[src/rtl/cook_timer_if.sv]
`default_nettype none
// ============================================================================
//  Module      : cook_timer_if
//  Description : Signal bundle between the cook timer and its surroundings:
//                set time and buttons in, FSM state, heater/alarm and the
//                four BCD display digits out.
//  Revision    : 1.0  initial release
// ============================================================================
interface cook_timer_if;
  logic [9:0] input_time;
  logic       btnstart;
  logic       btnstop;
  logic [1:0] state;
  logic       heater_on;
  logic       alarm;
  logic [3:0] min_tens;
  logic [3:0] min_units;
  logic [3:0] sec_tens;
  logic [3:0] sec_units;

  // Environment side: drives time and buttons, observes the timer
  modport master (
    output input_time, btnstart, btnstop,
    input  state, heater_on, alarm, min_tens, min_units, sec_tens, sec_units
  );

  // Timer side
  modport slave (
    input  input_time, btnstart, btnstop,
    output state, heater_on, alarm, min_tens, min_units, sec_tens, sec_units
  );
endinterface
`default_nettype wire

[src/rtl/cook_timer.sv]
`default_nettype none
// ============================================================================
//  Module      : cook_timer
//  Description : MM:SS countdown cook timer. Loads min(input_time,99) minutes
//                on start, counts down at one tick per CLK_HZ cycles, drives
//                the heater while running, raises a timed alarm at zero and
//                supports pause / resume / cancel / acknowledge.
//  Revision    : 1.0  initial release
// ============================================================================
module cook_timer #(
  parameter int CLK_HZ    = 50000000,
  parameter int ALARM_SEC = 3
) (
  input  logic        clock,
  input  logic        reset,
  cook_timer_if.slave bus
);

  localparam int PW = (CLK_HZ > 1) ? $clog2(CLK_HZ) : 1;
  localparam int AW = (ALARM_SEC > 0) ? $clog2(ALARM_SEC + 1) : 1;

  localparam logic [PW-1:0] PRE_LAST   = PW'(CLK_HZ - 1);
  localparam logic [AW-1:0] ALARM_LAST = AW'(ALARM_SEC - 1);

  localparam logic [1:0] S_IDLE  = 2'd0;
  localparam logic [1:0] S_RUN   = 2'd1;
  localparam logic [1:0] S_PAUSE = 2'd2;
  localparam logic [1:0] S_DONE  = 2'd3;

  // Button synchronisers: two metastability flops, a history flop, and a
  // registered one-cycle press pulse on the falling edge of the synced pin.
  logic start_s1_q, start_s2_q, start_h_q, start_p_q;
  logic stop_s1_q, stop_s2_q, stop_h_q, stop_p_q;

  logic [1:0]    state_q, state_d;
  logic          heater_q, alarm_q;
  logic [3:0]    mt_q, mu_q, st_q, su_q;
  logic [3:0]    mt_d, mu_d, st_d, su_d;
  logic [PW-1:0] pre_q, pre_d;
  logic [AW-1:0] acnt_q, acnt_d;

  logic [6:0] clamp;
  logic [3:0] clamp_tens, clamp_units;
  logic [3:0] dec_mt, dec_mu, dec_st, dec_su;
  logic       at_one;
  logic       tick;

  // Synchronise both active-low pins and form press pulses
  always_ff @(posedge clock) begin
    if (reset) begin
      start_s1_q <= 1'b1;
      start_s2_q <= 1'b1;
      start_h_q  <= 1'b1;
      start_p_q  <= 1'b0;
      stop_s1_q  <= 1'b1;
      stop_s2_q  <= 1'b1;
      stop_h_q   <= 1'b1;
      stop_p_q   <= 1'b0;
    end else begin
      start_s1_q <= bus.btnstart;
      start_s2_q <= start_s1_q;
      start_h_q  <= start_s2_q;
      start_p_q  <= ~start_s2_q & start_h_q;
      stop_s1_q  <= bus.btnstop;
      stop_s2_q  <= stop_s1_q;
      stop_h_q   <= stop_s2_q;
      stop_p_q   <= ~stop_s2_q & stop_h_q;
    end
  end

  // The display only has two minute digits, so anything above 99 saturates
  assign clamp       = (bus.input_time > 10'd99) ? 7'd99 : bus.input_time[6:0];
  assign clamp_tens  = 4'(clamp / 7'd10);
  assign clamp_units = 4'(clamp % 7'd10);

  assign tick   = (pre_q == PRE_LAST);
  assign at_one = (mt_q == 4'd0) && (mu_q == 4'd0) && (st_q == 4'd0) && (su_q == 4'd1);

  // One-second BCD decrement of MM:SS with borrow through each digit
  always_comb begin
    dec_mt = mt_q;
    dec_mu = mu_q;
    dec_st = st_q;
    dec_su = su_q;
    if (su_q != 4'd0) begin
      dec_su = su_q - 4'd1;
    end else begin
      dec_su = 4'd9;
      if (st_q != 4'd0) begin
        dec_st = st_q - 4'd1;
      end else begin
        dec_st = 4'd5;
        if (mu_q != 4'd0) begin
          dec_mu = mu_q - 4'd1;
        end else begin
          dec_mu = 4'd9;
          dec_mt = mt_q - 4'd1;
        end
      end
    end
  end

  // Next-state logic; a stop pulse always outranks a start pulse
  always_comb begin
    state_d = state_q;
    mt_d    = mt_q;
    mu_d    = mu_q;
    st_d    = st_q;
    su_d    = su_q;
    pre_d   = pre_q;
    acnt_d  = acnt_q;
    case (state_q)
      S_IDLE: begin
        mt_d = clamp_tens;
        mu_d = clamp_units;
        st_d = 4'd0;
        su_d = 4'd0;
        if (!stop_p_q && start_p_q && (clamp != 7'd0)) begin
          state_d = S_RUN;
          pre_d   = '0;
        end
      end
      S_RUN: begin
        // Stop freezes everything, including the partial second
        if (stop_p_q) begin
          state_d = S_PAUSE;
        end else begin
          pre_d = tick ? '0 : pre_q + PW'(1);
          if (tick) begin
            mt_d = dec_mt;
            mu_d = dec_mu;
            st_d = dec_st;
            su_d = dec_su;
            if (at_one) begin
              state_d = S_DONE;
              pre_d   = '0;
              acnt_d  = '0;
            end
          end
        end
      end
      S_PAUSE: begin
        if (stop_p_q) begin
          state_d = S_IDLE;
        end else if (start_p_q) begin
          state_d = S_RUN;
        end
      end
      S_DONE: begin
        if (stop_p_q || start_p_q) begin
          state_d = S_IDLE;
        end else begin
          pre_d = tick ? '0 : pre_q + PW'(1);
          if (tick) begin
            if (acnt_q == ALARM_LAST) begin
              state_d = S_IDLE;
              acnt_d  = '0;
            end else begin
              acnt_d = acnt_q + AW'(1);
            end
          end
        end
      end
      default: state_d = S_IDLE;
    endcase
  end

  // State, counters, digits and the decoded heater/alarm outputs
  always_ff @(posedge clock) begin
    if (reset) begin
      state_q  <= S_IDLE;
      heater_q <= 1'b0;
      alarm_q  <= 1'b0;
      mt_q     <= 4'd0;
      mu_q     <= 4'd0;
      st_q     <= 4'd0;
      su_q     <= 4'd0;
      pre_q    <= '0;
      acnt_q   <= '0;
    end else begin
      state_q  <= state_d;
      heater_q <= (state_d == S_RUN);
      alarm_q  <= (state_d == S_DONE);
      mt_q     <= mt_d;
      mu_q     <= mu_d;
      st_q     <= st_d;
      su_q     <= su_d;
      pre_q    <= pre_d;
      acnt_q   <= acnt_d;
    end
  end

  assign bus.state     = state_q;
  assign bus.heater_on = heater_q;
  assign bus.alarm     = alarm_q;
  assign bus.min_tens  = mt_q;
  assign bus.min_units = mu_q;
  assign bus.sec_tens  = st_q;
  assign bus.sec_units = su_q;

endmodule
`default_nettype wire

[src/flat_wrapper.sv]
// flat-port wrapper written by rule: the top's interface ports become plain ports
module cook_timer_flat 
#(
  parameter int CLK_HZ    = 50000000,
  parameter int ALARM_SEC = 3
)
  (clock, reset, bus_input_time, bus_btnstart, bus_btnstop, bus_state, bus_heater_on, bus_alarm, bus_min_tens, bus_min_units, bus_sec_tens, bus_sec_units);
  cook_timer_if bus_i ();
  input  logic clock;
  input  logic reset;
  input wire logic [$bits(bus_i.input_time)-1:0] bus_input_time;
  input wire logic [$bits(bus_i.btnstart)-1:0] bus_btnstart;
  input wire logic [$bits(bus_i.btnstop)-1:0] bus_btnstop;
  output wire logic [$bits(bus_i.state)-1:0] bus_state;
  output wire logic [$bits(bus_i.heater_on)-1:0] bus_heater_on;
  output wire logic [$bits(bus_i.alarm)-1:0] bus_alarm;
  output wire logic [$bits(bus_i.min_tens)-1:0] bus_min_tens;
  output wire logic [$bits(bus_i.min_units)-1:0] bus_min_units;
  output wire logic [$bits(bus_i.sec_tens)-1:0] bus_sec_tens;
  output wire logic [$bits(bus_i.sec_units)-1:0] bus_sec_units;
  assign bus_i.input_time = bus_input_time;
  assign bus_i.btnstart = bus_btnstart;
  assign bus_i.btnstop = bus_btnstop;
  assign bus_state = bus_i.state;
  assign bus_heater_on = bus_i.heater_on;
  assign bus_alarm = bus_i.alarm;
  assign bus_min_tens = bus_i.min_tens;
  assign bus_min_units = bus_i.min_units;
  assign bus_sec_tens = bus_i.sec_tens;
  assign bus_sec_units = bus_i.sec_units;
  cook_timer #(.CLK_HZ(CLK_HZ), .ALARM_SEC(ALARM_SEC)) u_core (.clock(clock), .reset(reset), .bus(bus_i));
endmodule
[config.mk]
export PLATFORM = sky130hd
export DESIGN_NAME = cook_timer_flat
export DESIGN_NICKNAME = d
export VERILOG_FILES = /design/src/rtl/cook_timer_if.sv /design/src/rtl/cook_timer.sv /design/src/flat_wrapper.sv
export SDC_FILE = /design/constraint.sdc
export NUM_CORES = 1
export LEC_CHECK = 0
export CAP_MARGIN = 20
export CORE_MARGIN = 2
export CORE_UTILIZATION = 35
export DETAILED_ROUTE_END_ITERATION = 8
export PLACE_DENSITY = 0.65
export SLEW_MARGIN = 20
export SYNTH_ARGS = -nofsm -noshare
export SYNTH_HDL_FRONTEND = slang
export SYNTH_SLANG_ARGS = --single-unit
[constraint.sdc]
create_clock -name clock -period 3.62 [get_ports clock]
set_input_delay 0.362 -clock clock [delete_from_list [all_inputs] [get_ports clock]]
set_output_delay 0.362 -clock clock [all_outputs]
set_load 0.05 [all_outputs]
Yosys cells after proc, flatten, opt, wreduce, memory -nomap -nowiden
Cells that the tools add are included.
{ "word_totals": {"ff_bits": 56, "ram_bits": 0, "memories": 0, "output_inout_bits": 20, "latch_bits": 0, "mem_bits_ro": 0} }
{ "op_classes": {"add_sub_neg": 6, "shifts": 0, "n_div": 2, "n_lt_le_gt_ge": 1, "eq_ne": 17, "n_mul": 0, "muxes": 46, "n_bitwise": 4, "n_reduce_logical": 24} }
{ "op_table": {"columns": ["operator", "n"], "rows": [
  ["$mux W26", 6],
  ["$pmux W26 S3", 1],
  ["$mux W4", 17],
  ["$pmux W4 S2", 4],
  ["$mux W2", 15],
  ["$add A26 B1 Y26 const B", 1],
  ["$eq A26 B26 Y1 const B", 1],
  ["$sub A4 B1 Y4 const B", 4],
  ["$logic_not A4 Y1", 3],
  ["$reduce_and A6 Y1", 2],
  ["$reduce_bool A4 Y1", 3],
  ["$gt A10 B7 Y1 const B", 1],
  ["$ne A2 B2 Y1 const B", 5],
  ["$eq A2 B2 Y1 const B", 4],
  ["$ne A2 B1 Y1 const B", 4],
  ["$pmux W2 S4", 1],
  ["$reduce_and A4 Y1", 2],
  ["$div A7 B4 Y7 const B", 1],
  ["$mod A7 B4 Y7 const B", 1],
  ["$mux W7", 1],
  ["$reduce_bool A7 Y1", 1],
  ["$logic_and A1 B1 Y1", 5],
  ["$reduce_and A5 Y1", 1],
  ["$eq A2 B1 Y1 const B", 2],
  ["11 further kinds", 14]
]} }

Depth between registers and ports, before layout
{ "depth": {"ltp_word": 9, "ltp_mapped": 18, "ltp_nobuf": 16} }

Worst setup path after synthesis
No wires, ideal clock.
{ "synth_timing": {"kind": "input -> register", "start": "input bus_input_time[9]", "end": "register u_core.mu_q[2] (netlist: u_core.bus.min_units[2])", "path_slack_ns": 0.226, "setup_ns": 0.079, "t_arrival_ns": 3.314, "stages": 18, "t_required_ns": 3.541, "path_cell_list": "nor3_2 > buf_2 > and3_1 > ha_1 > and2_1 > o21ai_1 > o31a_1 > and2_1 > buf_6 > o21ai_0 > a21oi_1 > ha_1 > inv_1 > nand4_1 > o32ai_2 > nor3_2 > mux2_1 > a211oi_2"} }
{ "synth_via": {"elab_chain_len": 4} }
{ "synth_rtl": {"columns": ["element", "line_no", "text"], "rows": [
  ["from (decl)", "flat_wrapper.sv:11", "input wire logic [$bits(bus_i.input_time)-1:0] bus_input_time;"],
  ["$gt A10 B7 Y1", "cook_timer.sv:72", "assign clamp = (bus.input_time > 10'd99) ? 7'd99 : bus.input_time[6:0];"],
  ["$mux W7", "cook_timer.sv:72", null],
  ["$mod A7 B4 Y7", "cook_timer.sv:74", "assign clamp_units = 4'(clamp % 7'd10);"],
  ["$pmux W4 S2", "cook_timer.sv:112", "case (state_q)"],
  ["to (signal assigned)", "cook_timer.sv:185", "mu_q <= mu_d;"],
  ["to (decl)", "cook_timer.sv:37", "logic [3:0] mt_q, mu_q, st_q, su_q;"]
]} }
Every way passes these cells.
A chain may end at the register's enable or synchronous reset.

Worst setup path after layout
{ "layout_timing": {"start": "input bus_input_time[6]", "end": "register u_core.mu_q[2] (netlist: u_core.bus.min_units[2])"} }
{ "layout_via": {"elab_chain_len": 4} }
{ "layout_rtl": {"columns": ["element", "line_no"], "rows": [
  ["$gt A10 B7 Y1", "cook_timer.sv:72"],
  ["$mux W7 (*)", "cook_timer.sv:72"],
  ["$mod A7 B4 Y7 (*)", "cook_timer.sv:74"],
  ["$pmux W4 S2 (*)", "cook_timer.sv:112"]
]} }
Mark *: on every way between the ends. The rest lies on a longest branch, timed or not.

==> metrics.txt <==
run status finished, final reports clean; final instance count without filler cells 549; family with the most delay on the worst path compound AO/OA/AOI/OAI gates; GR Util All Layers 15.1%; via count 2956; hold_ws 0.412 ns; worst-path maximum fanout 4; maximum clock frequency 293 MHz; CP Cell Sequence clkdlybuf4s50_1 -> nand2_1 -> and3_1 -> ha_2 -> o21ba_2 -> o21a_1 -> a221oi_2 -> a211o_1 -> nor2_1 -> a21oi_2 -> ha_2 -> inv_1 -> nand4_1 -> o32ai_2 -> nor3_2 -> mux2_2 -> a211oi_2; Clock Skew 0.00480 ns; share of cells above drive strength 1 13.8%; pwr dens 352 nW/µm²; Initial DRC Count 157; dpl hpwl 5430 µm; most common cell in the netlist dfxtp_1; syn_area_per_cell 7.97 µm²; vias per cell 5.38; Clock Tree Root clkbuf_8; CTS tree done; CTS Sinks 56; number of distinct library cells after synthesis 64; worst vdd ir 184 µV; Yosys top cell by area dfxtp_1; syn_nets 410; final hold violations 0; cells after synthesis 391; GRT overflow 0; Die Y 98.4 µm; max-cap violations 0; RSZ-0062 raised after global routing true; Post-synth ARST share 0%; P_leak 1.37 nW; PortBufs 33; Slew headroom 37.2%; CP Buf/Inv Count 2; Post-synth EDFFs 0; met3 Resource Use GR 3.72%; Hold Path Class register to register; total CTS buffers 5; first-pass detailed-route iteration total 4; Total Power 1.34 mW; ant diodes 0; Tcrit/Tclk final 94.4%; Critical Path RT 3.86 ns; vias in the first global route 2768; die area 9680 µm²; Most used DFF post-synth dfxtp_1; global-route wire length before repair 12300 µm; initial antenna violation count 0; drt wl/cell 13.1 µm; met1 Track Usage GR 20.1%; IO Count 34; crit end category register; H-tree depth 2; startpoint types input port; DR DRC count 0; clock-pin slew on the worst setup and hold paths 0.10 ns; FF+latch count, synth 56; antenna viol nets, final 0; worst stage delay on the critical path 0.49 ns; core area 8680 µm²; post-route core utilization 43.9%; top-area cell type share of the netlist area 36.0%; Crit Path Class input port to register; Clock Latency Late Sink 0.31 ns; flop2flop setup slack 0.97 ns; Worst-Margin Slew 0.942 ns; fin crit period 3.42 ns; CP arrival 3.66 ns; row count 34; post-synthesis sequential area ratio 36.0%; Synth warnings 0; Post-Syn Area 3120 µm²; Die W 98.4 µm; Critical Path Most Common Cell ha_2; Max clock buf depth 2; synth top area cells dfxtp_1, nor2_1, a21oi_1, xor2_1, nand2_1; Cell Count Post-Placement 540; largest net degree at the start of global routing 26; final number of setup-violating endpoints 0; routability congestion estimate 0.883; Synth top cells by count dfxtp_1, nor2_1, nand2_1; Slew Limit Fails 0; Net count, final 459; CP max stage cell clkdlybuf4s50_1; met2 Use GR 25.0%; starting density of the core 35.9%; Top Usage Layer GRT met2; routed wire length 7180 µm; area grow syn2layout 22.2%
-- final timing paths --
path | from | endpoint | cells past startpoint
worst max-delay path | bus_input_time[6] | u_core.bus.min_units[2] | 17
worst min-delay path | u_core.start_h_q | u_core.start_p_q | 2
worst max register to register | u_core.pre_q[20] | u_core.bus.min_tens[1] | 7
worst min register to register | u_core.start_h_q | u_core.start_p_q | 2
-- cell usage in the layout, fill, tap and decap left out, types with 3 or more instances in the layout --
cell type        count
and3_1               8
mux2i_1              3
clkbuf_8             5
or3_1               10
nor3_2               3
clkdlybuf4s50_1     33
a21oi_1             28
o21ai_0             21
ha_1                 3
xnor2_1              5
or2_2                7
and4_1               3
inv_1               16
o21a_1               5
nand2b_1             9
xor2_1              16
nor4b_1              4
nand2_1             32
nor3_1              11
nand4_1             11
a31oi_1              4
buf_4               24
nor2_1              48
nand3b_1             4
dfxtp_1             56
nand3_1             16
-- registers in the layout (all words and copies together), names as in the netlist --
register	count
u_core.acnt_q	2
u_core.bus.min_units	4
u_core.start_s2_q	1
u_core.bus.heater_on	1
u_core.stop_s2_q	1
u_core.bus.sec_tens	4
u_core.stop_s1_q	1
u_core.start_p_q	1
u_core.bus.alarm	1
u_core.bus.sec_units	4
u_core.bus.min_tens	4
u_core.stop_p_q	1
u_core.pre_q	26
u_core.start_s1_q	1
u_core.bus.state	2
u_core.stop_h_q	1
u_core.start_h_q	1
-- cell type report --
cell class                 instances  area [µm²]
clock buffer                       5        68.8
clock inverter                     3        21.3
fill                             895        4870
inverter                          17        63.8
multi-input combinational        303        1890
sequential                        56        1120
tap                              108         135
timing repair buffer              57         510
-- tightest hold or removal path, cell delays in order (launching register included) --
cell	delay [ns]
dfxtp_1	0.31
inv_1	0.04
nor2_1	0.03
-- power breakdown --
part | switching, mW | internal (mW)
sequential | 0.0268 | 0.640
clock | 0.207 | 0.138
combinational | 0.202 | 0.129
-- stage by stage --
step,setup slack (ns),TNS [ns],cell area [µm²]
after detailed placement,-0.198,-0.271,3680
after global routing,-0.0142,-0.0142,3810
after floorplan,0.226,0,3120
after global placement,-0.0216,-0.0216,3680
final,0.202,0,3810
after CTS,0.119,0,3770
-- repair_timing --
action | in CTS | in global routing
endpoints found under the setup margin | 0 | 2
hold buffers | 0 | 0
endpoints found under the hold margin | 0 | 0
buffers inserted | 0 | 1
gates resized for setup | 0 | 12
-- logic make-up after synthesis --
kind of cell / synth area share [%]
AOI/OAI and AO/OA: 19.3
xor gates and xnor gates: 5.90
adders and majority gates: 2.01
buffers and inverters: 4.53
DFF: 36.0
muxes: 1.32
and+or+nand+nor: 30.9
-- routing by layer --
metal,vias up,share of wire (%)
met5,-,0
met4,0,0.88
met1,1387,50
met2,61,46
li1,1501,-
met3,7,3.4
No activity file was read; power rests on OpenSTA's default activity.
